### src/rtl/maxpool1d.sv
// maxpool1d: streaming 1-D max pooling over POOL_SIZE vectors (stride POOL_SIZE).
// Ports: clk_i, rst_i_n (sync, active-low); in: data_i/valid_i/last_i/ready_o;
//   out: data_o/valid_o/last_o/ready_i. Option: MAXPOOL1D_RELU_EN (fused ReLU).
module maxpool1d #(
  parameter int BW          = 8,
  parameter int VECTOR_SIZE = 13,
  parameter int POOL_SIZE   = 2
) (
  input  logic                      clk_i,
  input  logic                      rst_i_n,
  input  logic [VECTOR_SIZE*BW-1:0] data_i,
  input  logic                      valid_i,
  input  logic                      last_i,
  output logic                      ready_o,
  output logic [VECTOR_SIZE*BW-1:0] data_o,
  output logic                      valid_o,
  output logic                      last_o,
  input  logic                      ready_i
);

  localparam int W  = VECTOR_SIZE * BW;
  localparam int CW = $clog2(POOL_SIZE);
  localparam logic [CW-1:0] CNT_LAST = CW'(POOL_SIZE - 1);

  logic [W-1:0]  acc;
  logic [CW-1:0] cnt;
  logic [W-1:0]  max_v;
  logic [W-1:0]  win_v;
  logic [W-1:0]  out_v;
  logic          accept;
  logic          closing;

  assign ready_o = !valid_o || ready_i;
  assign accept  = valid_i && ready_o;
  assign closing = accept && ((cnt == CNT_LAST) || last_i);

  always_comb begin
    max_v = '0;
    for (int k = 0; k < VECTOR_SIZE; k++) begin
      if ($signed(acc[k*BW +: BW]) > $signed(data_i[k*BW +: BW]))
        max_v[k*BW +: BW] = acc[k*BW +: BW];
      else
        max_v[k*BW +: BW] = data_i[k*BW +: BW];
    end
  end

  // cnt==0 means acc holds nothing from this window yet
  assign win_v = (cnt == '0) ? data_i : max_v;

`ifdef MAXPOOL1D_RELU_EN
  always_comb begin
    out_v = '0;
    for (int k = 0; k < VECTOR_SIZE; k++) begin
      if (!win_v[k*BW + BW - 1])
        out_v[k*BW +: BW] = win_v[k*BW +: BW];
    end
  end
`else
  assign out_v = win_v;
`endif

  always_ff @(posedge clk_i) begin
    if (!rst_i_n) begin
      acc     <= '0;
      cnt     <= '0;
      data_o  <= '0;
      valid_o <= 1'b0;
      last_o  <= 1'b0;
    end else begin
      if (closing) begin
        data_o  <= out_v;
        valid_o <= 1'b1;
        last_o  <= last_i;
        cnt     <= '0;
      end else begin
        if (accept) begin
          acc <= win_v;
          cnt <= cnt + CW'(1);
        end
        if (valid_o && ready_i) begin
          valid_o <= 1'b0;
          last_o  <= 1'b0;
        end
      end
    end
  end

endmodule

### config.mk
export PLATFORM = sky130hd
export DESIGN_NAME = maxpool1d
export DESIGN_NICKNAME = d
export VERILOG_FILES = /design/src/rtl/maxpool1d.sv
export SDC_FILE = /design/constraint.sdc
export NUM_CORES = 1
export LEC_CHECK = 0
export BUFFER_PORTS_ARGS = -buffer_cell sky130_fd_sc_hd__buf_2
export CAP_MARGIN = 5
export CORE_MARGIN = 4
export CORE_UTILIZATION = 52
export CTS_CLUSTER_SIZE = 8
export DETAILED_ROUTE_END_ITERATION = 10
export GPL_TIMING_DRIVEN = 0
export MAX_ROUTING_LAYER = met4
export PLACE_DENSITY_LB_ADDON = 0.3
export SLEW_MARGIN = 20
export SYNTH_ARGS = -nofsm -noshare
export SYNTH_HDL_FRONTEND = slang
export SYNTH_SLANG_ARGS = --single-unit
### constraint.sdc
create_clock -name clk_i -period 1.8 [get_ports clk_i]
set_input_delay 0.27 -clock clk_i [delete_from_list [all_inputs] [get_ports clk_i]]
set_output_delay 0.27 -clock clk_i [all_outputs]
set_load 0.02 [all_outputs]
# Word-level counts from Yosys, hierarchy flattened
# Index checks and enable logic that the tools add are counted.
word_totals:
  word_cells: 47
  inputBits: 109
  ram_bits: 0
  rom_bits: 0
  regBits: 211
  latchBits: 0
  n_memories: 0
  out_inout_bits: 107
op_classes:
  mul: 0
  eq_ne: 0
  muxes: 17
  n_addsub: 1
  n_bitwise: 2
  shifts: 0
  n_div: 0
  n_lt_le_gt_ge: 13
  n_reduce_logical: 9
ops:
  columns: ["cell", "count"]
  rows:
  - ["$gt 8x8->1", 13]
  - ["$mux 104", 1]
  - ["$mux 8", 13]
  - ["$logic_and 1x1->1", 3]
  - ["$mux 1", 3]
  - ["$logic_or 1x1->1", 2]
  - ["$not 1->1", 2]
  - ["$reduce_and 2->1", 1]
  - ["$reduce_bool 2->1", 1]
  - ["$reduce_or 2->1", 1]
  - ["$add 1x1->1 const B", 1]
  - ["$logic_not 1->1", 1]

# Depth between registers and ports, before layout
# Gate-level depths: netlist of the first run.
logic_depth:
  ltp_word: 6
  depth_mapped: 9
  mapped_depth_nobuf: 7

# Worst setup path before layout of the first run
# No wires, ideal clock.
synth_timing:
  path_kind: "input to register"
  startpoint: "input data_i[101]"
  endpoint: "register data_o[101]"
  setup_ns: 0.125
  required_time_ns: 1.675
  arrival_time_ns: 1.802
  path_slack_ns: -0.127
  cell_stages: 9
  cell_sequence: "inv_1 > ha_1 > a21o_1 > a2111oi_4 > and3_1 > buf_6 > buf_12 > o211ai_1 > nor3b_2"
synth_via:
  elab_chain_cells: 3
synth_lines:
  columns: ["item", "line_no", "text"]
  rows:
  - ["start, declared", "11", "input logic [VECTOR_SIZE*BW-1:0] data_i,"]
  - ["$gt 8x8->1", "40", "if ($signed(acc[k*BW +: BW]) > $signed(data_i[k*BW +: BW]))"]
  - ["$mux 8", "40", null]
  - ["$mux 104 *", "48", "assign win_v = (cnt == '0) ? data_i : max_v;"]
  - ["end signal, assigned", "71", "data_o <= out_v;"]
  - ["end, declared", "15", "output logic [VECTOR_SIZE*BW-1:0] data_o,"]
# Mark *: on every way between the ends. The rest lies on a longest branch, timed or not.
# A chain may end at the register's enable or synchronous reset.

# Worst setup path in the final report of the first run
layout_timing:
  startpoint: "register acc[94]"
  endpoint: "register data_o[94]"
layout_via:
  elab_chain_cells: 3
layout_lines:
  columns: ["item", "line_no", "text"]
  rows:
  - ["start, declared", "25", "logic [W-1:0] acc;"]
  - ["start signal, assigned", "77", "acc <= win_v;"]
  - ["$gt 8x8->1", "40", null]
  - ["$mux 8 *", "40", null]
  - ["$mux 104 *", "48", null]
# Marks and branches as above.

==> summary.md, run 1 <==
| Metric | Value |
|---|---|
| Status | `complete, but fails checks` |
| Failing checks | `hold timing, setup timing` |
| Die Wd | `168 µm` |
| Grt total ovfl | `0` |
| Core footprint | `0.0252 mm²` |
| Flop pwr share | `36.3%` |
| Mapped cell area | `0.0133 mm²` |
| Slack of the critical path | `-0.172 ns` |
| WP data required | `2.22 ns` |
| Multi-input gate area | `0.00828 mm²` |
| HP Start | `data_i[74]` |
| Hold Path Sink | `acc[74]` |
| Clock buffer depth | `3` |
| H-tree depth | `1` |
| Hold depth | `3` |
| Layout net count | `2060` |
| Routed wire per std cell | `19.8 µm` |
| CTS tree | `yes` |
| Clk_lat worst skew | `0.54 ns` |
| # fillers | `1797` |
| Iteration-0 DRC Markers | `980` |
| Post-Synth Adder-Cell Area | `9.78%` |
| RSZ-0062 raised after global routing | `true` |
| Storage cell area | `0.00428 mm²` |
| Core Rows | `58` |
| I/O Buffers | `214` |
| Initial antenna violation count | `6` |
| FMAX | `0.507 GHz` |
| Max Fanout on Critical Path | `7` |
| Root buffer cell | `clkbuf_16` |
| Clock Power Share | `35.9%` |
| Syn Inst Count | `1437` |
| Min-delay worst type | `in2reg` |
| Tcrit/Tclk final | `110%` |
| Final Non-Filler Cells | `2184` |
| Post-synthesis mux area share | `0%` |
| Slew @ Worst Pin | `0.871 ns` |
| Top-area cell type share of the netlist area | `31.7%` |
| LEAKAGE | `7.51 nW` |
| I/O pin count | `216` |
| DR vias/cell | `5.89` |
| Synth Area in XOR/XNOR | `0%` |
| Cell-internal power | `0.00998 W` |
| Final min period | `1.97 ns` |
| R2R setup slack | `-0.17 ns` |
| Startpoint types | `flop` |
| Cell taking the most area after synthesis | `dfxtp_1` |
| Slew margin rel. | `41.9%` |
| Drt pass-1 iters | `7` |
| Die height | `168 µm` |
| Final Hold Viols | `1` |
| Kind of critical path | `reg2reg` |
| Largest net degree at the start of global routing | `15` |
| Sequential share of the synthesized area | `31.7%` |
| Simple-Gate Fraction of Synth Area | `24.9%` |
| Top post-synthesis cells by area | `dfxtp_1 32%, ha_1 9.8%, nor3b_2 8.6%` |
| Vias in the first global route | `13.1k` |
| Largest family of logic cells by synthesized area | `simple AND/OR/NAND/NOR gates` |
| Syn-to-layout area delta | `36.9%` |
| Final slew viol count | `0` |
| GPL Wtd Cong | `0.892` |
| Synth Net Count | `1650` |
| Starting Density | `52.8%` |
| Clock Sinks | `211` |
| Post-Place Worst Slack | `-0.629 ns` |
| Sw power | `0.00438 W` |
| Final Skew | `0.0140 ns` |
| Worst R2R Path Depth | `7` |
| Worst r2r dst | `data_o[94]` |
| WP data arrival | `2.39 ns` |
| Combinational share of power | `27.8%` |
| Reg clk slew, reported paths | `0.05 ns` |
| Die area | `0.0282 mm²` |
| Syn Area/Cell | `9.26 µm²` |
| Inserted Clock Buffers | `30` |
| Layout cell share with drive strength beyond 1 | `37.6%` |
| Synthesized flop and latch total | `211` |
| Net Sw Frac | `30.5%` |
| Final setup violation count | `100` |
| Dpl cells | `1981` |
| Synth Area in Compound Gates | `23.3%` |
| Reg2Reg Launch Point | `acc[94]` |
| Total number of vias | `12.9k` |
| Synth cell types | `37` |
| Power per standard cell area | `788 mW/mm²` |
| Routed WL | `43200 µm` |
| DP Wirelength | `27400 µm` |
| # DRC | `0` |
| Post-route ant nets | `0` |
| First-pass GRT wire length | `67700 µm` |
| Critical path endpoint category | `flop` |
| Peak VDD IR | `0.690 mV` |
| Max-cap viol count | `0` |
| Final hold slack | `-0.00305 ns` |
| Global Route Usage Sum | `29.8%` |
| Yosys warning total | `0` |
==> critical path: stages (launching register included) <==
cell       delay, ns
dfxtp_1         0.41
ha_1            0.30
a2111oi_4       0.38
and3_1          0.23
buf_6           0.16
buf_12          0.13
o211ai_1        0.08
nor3b_2         0.16
==> metrics by stage <==
step	hold WS [ns]	cell area (µm²)	utilization [%]	TNS, ns	power, W
2_1_floorplan	0.405	13500	-	-0.212	0.00736
3_3_place_gp	0.441	15000	59.7	-42.74	0.00823
3_5_place_dp	0.446	15000	59.7	-49.58	0.00829
4_1_cts	0.000275	17800	70.9	-9.18	0.0142
5_1_grt	0.00435	18200	72.3	-16.27	0.0149
6_report	-0.00305	18200	72.3	-8.61	0.0144
==> power groups by stage <==
stage | Combinational (W) | Clock [W] | Sequential (W)
6_report | 0.00400 | 0.00515 | 0.00522
5_1_grt | 0.00426 | 0.00540 | 0.00525
4_1_cts | 0.00379 | 0.00519 | 0.00520
3_5_place_dp | 0.00299 | 0 | 0.00530
3_3_place_gp | 0.00294 | 0 | 0.00529
2_1_floorplan | 0.00187 | 0 | 0.00550
==> logic make-up (layout without fill, tap and decap cells) <==
family | count (synthesis) | in the layout
AO/OA/AOI/OAI | 421 | 421
adder cells (fa/ha/maj) | 104 | 104
AND/OR/NAND/NOR | 451 | 451
flip-flops | 211 | 211
buffers and inverters | 250 | 661
other | 0 | 6
==> worst max path at each step <==
stage	from	endpoint	slack, ns	depth (start not counted)
2_1_floorplan	acc[13]	data_o[14]	-0.02	8
3_3_place_gp	cnt	data_o[96]	-0.60	7
3_5_place_dp	cnt	data_o[8]	-0.63	7
4_1_cts	acc[29]	data_o[31]	-0.16	8
5_1_grt	acc[93]	data_o[95]	-0.24	8
6_report	acc[94]	data_o[94]	-0.17	7
==> cells in the final DEF (no fill, tap or decap), types with 10 or more instances in the layout <==
master,Yosys,layout
buf_4,12,58
inv_1,131,130
o21ai_0,105,105
nor4_1,21,13
buf_2,25,222
clkbuf_2,0,12
o211ai_1,104,104
ha_4,0,23
ha_1,104,81
nand2_1,209,209
clkbuf_16,0,31
dlygate4sd3_1,0,77
o221ai_1,13,13
nor2b_1,13,11
nor3b_2,91,91
nor4_4,0,10
a21boi_0,102,101
a2111oi_4,13,13
dfxtp_4,0,11
clkbuf_1,41,26
a21oi_1,27,23
nor4_2,70,68
dfxtp_2,0,11
buf_8,8,10
nand4_1,26,26
buf_6,24,64
a21o_1,20,17
dfxtp_1,211,189
buf_16,0,13
==> state kept, by name (all words and copies together) (netlist names) <==
| name | cells |
|---|---|
| acc | 104 |
| cnt | 1 |
| data_o | 104 |
| valid_o | 1 |
| last_o | 1 |
==> synth_stat cells <==
cell type,number
clkbuf_4,4
a21o_2,6
nor2_1,1
o21ai_0,105
and3_1,13
buf_6,24
nand2b_1,1
buf_1,1
o21ai_1,13
a21boi_0,102
clkbuf_1,41
nor2b_1,13
a21o_1,20
nand2_1,209
o211ai_1,104
buf_2,25
buf_12,4
nor4_1,21
nand3_1,2
o31a_1,9
o31a_2,4
buf_8,8
nand4_1,26
ha_1,104
a21oi_1,27
buf_4,12
o221ai_1,13
a21boi_1,5
nor2_4,1
nand2_4,1
a2111oi_4,13
inv_1,131
or2_1,1
nor3_2,1
dfxtp_1,211
nor3b_2,91
nor4_2,70
==> cell type report <==
type                       instances  area share [%]
antenna                            6          0.0824
sequential                       211            23.5
buffer                           114            5.39
clock buffer                      32            4.28
timing repair buffer             383            16.2
inverter                         131            2.70
tap                              330            2.27
multi-input combinational        976            45.4
clock inverter                     1           0.165
==> timing repair <==
item	CTS	global route
resized for setup	106	72
pin swaps	133	54
setup buffers	66	11
hold endpoints to repair	76	0
endpoints found under the setup margin	205	172
gates cloned	14	1
hold buffers	77	0
==> layer usage <==
metal	track usage, %	vias up	part of all wire, %
li1	-	6011	-
met1	36.2	6223	41
met2	49.8	498	49
met3	4.53	122	7.0
met4	11.7	0	3.6
met5	-	-	0
Note: power is estimated with default switching activity, not from simulation.
==> run 2: changes to the inputs <==
--- a/config.mk
+++ b/config.mk
@@ -5,12 +5,14 @@
 export SDC_FILE = /design/constraint.sdc
 export NUM_CORES = 1
 export LEC_CHECK = 0
-export BUFFER_PORTS_ARGS = -buffer_cell sky130_fd_sc_hd__buf_2
-export CAP_MARGIN = 5
+export CAP_MARGIN = 20
+export CELL_PAD_IN_SITES_DETAIL_PLACEMENT = 0
+export CELL_PAD_IN_SITES_GLOBAL_PLACEMENT = 2
 export CORE_MARGIN = 4
-export CORE_UTILIZATION = 52
+export CORE_UTILIZATION = 36
 export CTS_CLUSTER_SIZE = 8
 export DETAILED_ROUTE_END_ITERATION = 10
+export DONT_BUFFER_PORTS = 1
 export GPL_TIMING_DRIVEN = 0
 export MAX_ROUTING_LAYER = met4
 export PLACE_DENSITY_LB_ADDON = 0.3
==> summary.md, run 2 (synthesized netlist as in run 1, its figures left out) <==
| Metric | Value |
|---|---|
| Routed WL | `46200 µm` |
| Cell-internal power | `0.00981 W` |
| Clock Power Share | `36.6%` |
| I/O Buffers | `0` |
| Largest net degree at the start of global routing | `15` |
| CTS tree | `yes` |
| Peak VDD IR | `0.698 mV` |
| Die Wd | `200 µm` |
| Inserted Clock Buffers | `30` |
| # DRC | `0` |
| Max-cap viol count | `0` |
| Die height | `200 µm` |
| Max Fanout on Critical Path | `8` |
| Tot Pwr | `0.0143 W` |
| Vias in the first global route | `12.1k` |
| Die area | `0.0401 mm²` |
| H-tree depth | `1` |
| WP data required | `2.25 ns` |
| Clk_lat worst skew | `0.56 ns` |
| First-pass GRT wire length | `71700 µm` |
| Critical path endpoint category | `flop` |
| Kind of critical path | `reg2reg` |
| Root buffer cell | `clkbuf_16` |
| Regs by FF count | `acc (104), data_o (104)` |
| Most frequent cells in the layout | `209 x nand2_1, 189 x dfxtp_1, 129 x inv_1` |
| Final setup violation count | `100` |
| I/O pin count | `216` |
| Final slew viol count | `0` |
| Clock Sinks | `211` |
| Combinational share of power | `24.9%` |
| WP data arrival | `2.45 ns` |
| Iteration-0 DRC Markers | `497` |
| Slack of the critical path | `-0.198 ns` |
| Final min period | `2.00 ns` |
| Drt pass-1 iters | `5` |
| FMAX | `0.501 GHz` |
| Slew margin rel. | `40.7%` |
| Startpoint types | `flop` |
| Layout cell share with drive strength beyond 1 | `28.9%` |
| Syn-to-layout area delta | `33.8%` |
| Fin util | `48.8%` |
| Core Rows | `70` |
| Routed wire per std cell | `21.7 µm` |
| Status | `complete, but fails checks` |
| Net Sw Frac | `31.4%` |
| Core footprint | `0.0365 mm²` |
| Final Hold Viols | `0` |
| Commonest non-fill, non-tap cell in the layout | `nand2_1` |
| Starting Density | `36.4%` |
| Layout net count | `1872` |
| Tcrit/Tclk final | `111%` |
| Total number of vias | `11.5k` |
| Initial antenna violation count | `4` |
| Post-route ant nets | `0` |
| RSZ-0062 raised after global routing | `true` |
| GPL Wtd Cong | `0.828` |
| Flop pwr share | `38.5%` |
| Slew @ Worst Pin | `0.890 ns` |
| Grt total ovfl | `0` |
| DR vias/cell | `5.38` |
| Sw power | `0.00448 W` |
| Global Route Usage Sum | `22.9%` |
| Power per standard cell area | `803 mW/mm²` |
| DP Wirelength | `30800 µm` |
| Failing checks | `setup timing` |
| Clock buffer depth | `3` |
| Min-delay worst type | `in2reg` |
| Post-Place Worst Slack | `-1.00 ns` |
| Reg clk slew, reported paths | `0.06 ns` |
| LEAKAGE | `6.78 nW` |
| Final hold slack | `0.0213 ns` |
| Final Skew | `0.0160 ns` |
[run 2: cell count changes in the layout (fill, tap and decap cells not counted), sizes merged]
cell          delta
dlygate4sd3     +27
clkbuf           +3
diode            -3
buf            -221
dlymetal6s4s     +5
bufinv           -1
[run 2: worst max-delay path, cell delays in order, from the launching register on]
cell and delay, ns:
dfxtp_4 0.36, ha_4 0.24, a21o_1 0.20, a2111oi_4 0.35, and3_1 0.23, buf_6 0.15
buf_12 0.13, o211ai_1 0.07, nor3b_2 0.16
[run 2: per-stage QoR]
stage          setup TNS, ns  cell area, µm²  instances
2_1_floorplan         -0.212           13500       1437
3_3_place_gp          -80.55           14100       1905
3_5_place_dp          -89.42           14100       1905
4_1_cts               -10.41           17300       2124
5_1_grt               -18.52           17800       2132
6_report              -10.28           17800       2132
[run 2: cell type report]
type,instances,area [µm²]
fill,3470,18700
multi-input combinational,976,8340
sequential,211,4280
timing repair buffer,192,2150
buffer,117,1140
clock buffer,34,807
tap,468,586
inverter,131,492
antenna,3,7.51
[run 2: final timing paths]
kind	from	endpoint	slack, ns	cells past startpoint
worst max-delay path	acc[13]	data_o[14]	-0.20	8
worst min-delay path	data_i[2]	data_o[2]	0.02	3
worst max register to register	acc[13]	data_o[14]	-0.20	8
worst min register to register	acc[64]	acc[64]	0.45	2
[run 2: power groups by stage]
stage	clock [W]	combinational, W	sequential (W)
floorplan	0	0.00187	0.00550
global placement	0	0.00245	0.00561
detailed placement	0	0.00246	0.00561
CTS	0.00538	0.00339	0.00551
global route	0.00554	0.00385	0.00554
finish	0.00523	0.00355	0.00550
[run 2: routing by layer]
metal  vias up  GRT usage (%)  part of all wire [%]
met5         -              -                     0
met4         0           5.53                   2.3
met3        57           4.68                   5.4
met2       246           39.5                    49
met1      5521           27.7                    43
li1       5643              -                     -
[run 2: repair_timing]
item / 4_1_cts / 5_1_grt
hold endpoints to repair: 191 / 0
pin swaps: 98 / 68
endpoints found under the setup margin: 210 / 192
gates resized for setup: 123 / 116
gates cloned: 11 / 2
hold buffers: 109 / 0
buffers inserted: 65 / 6
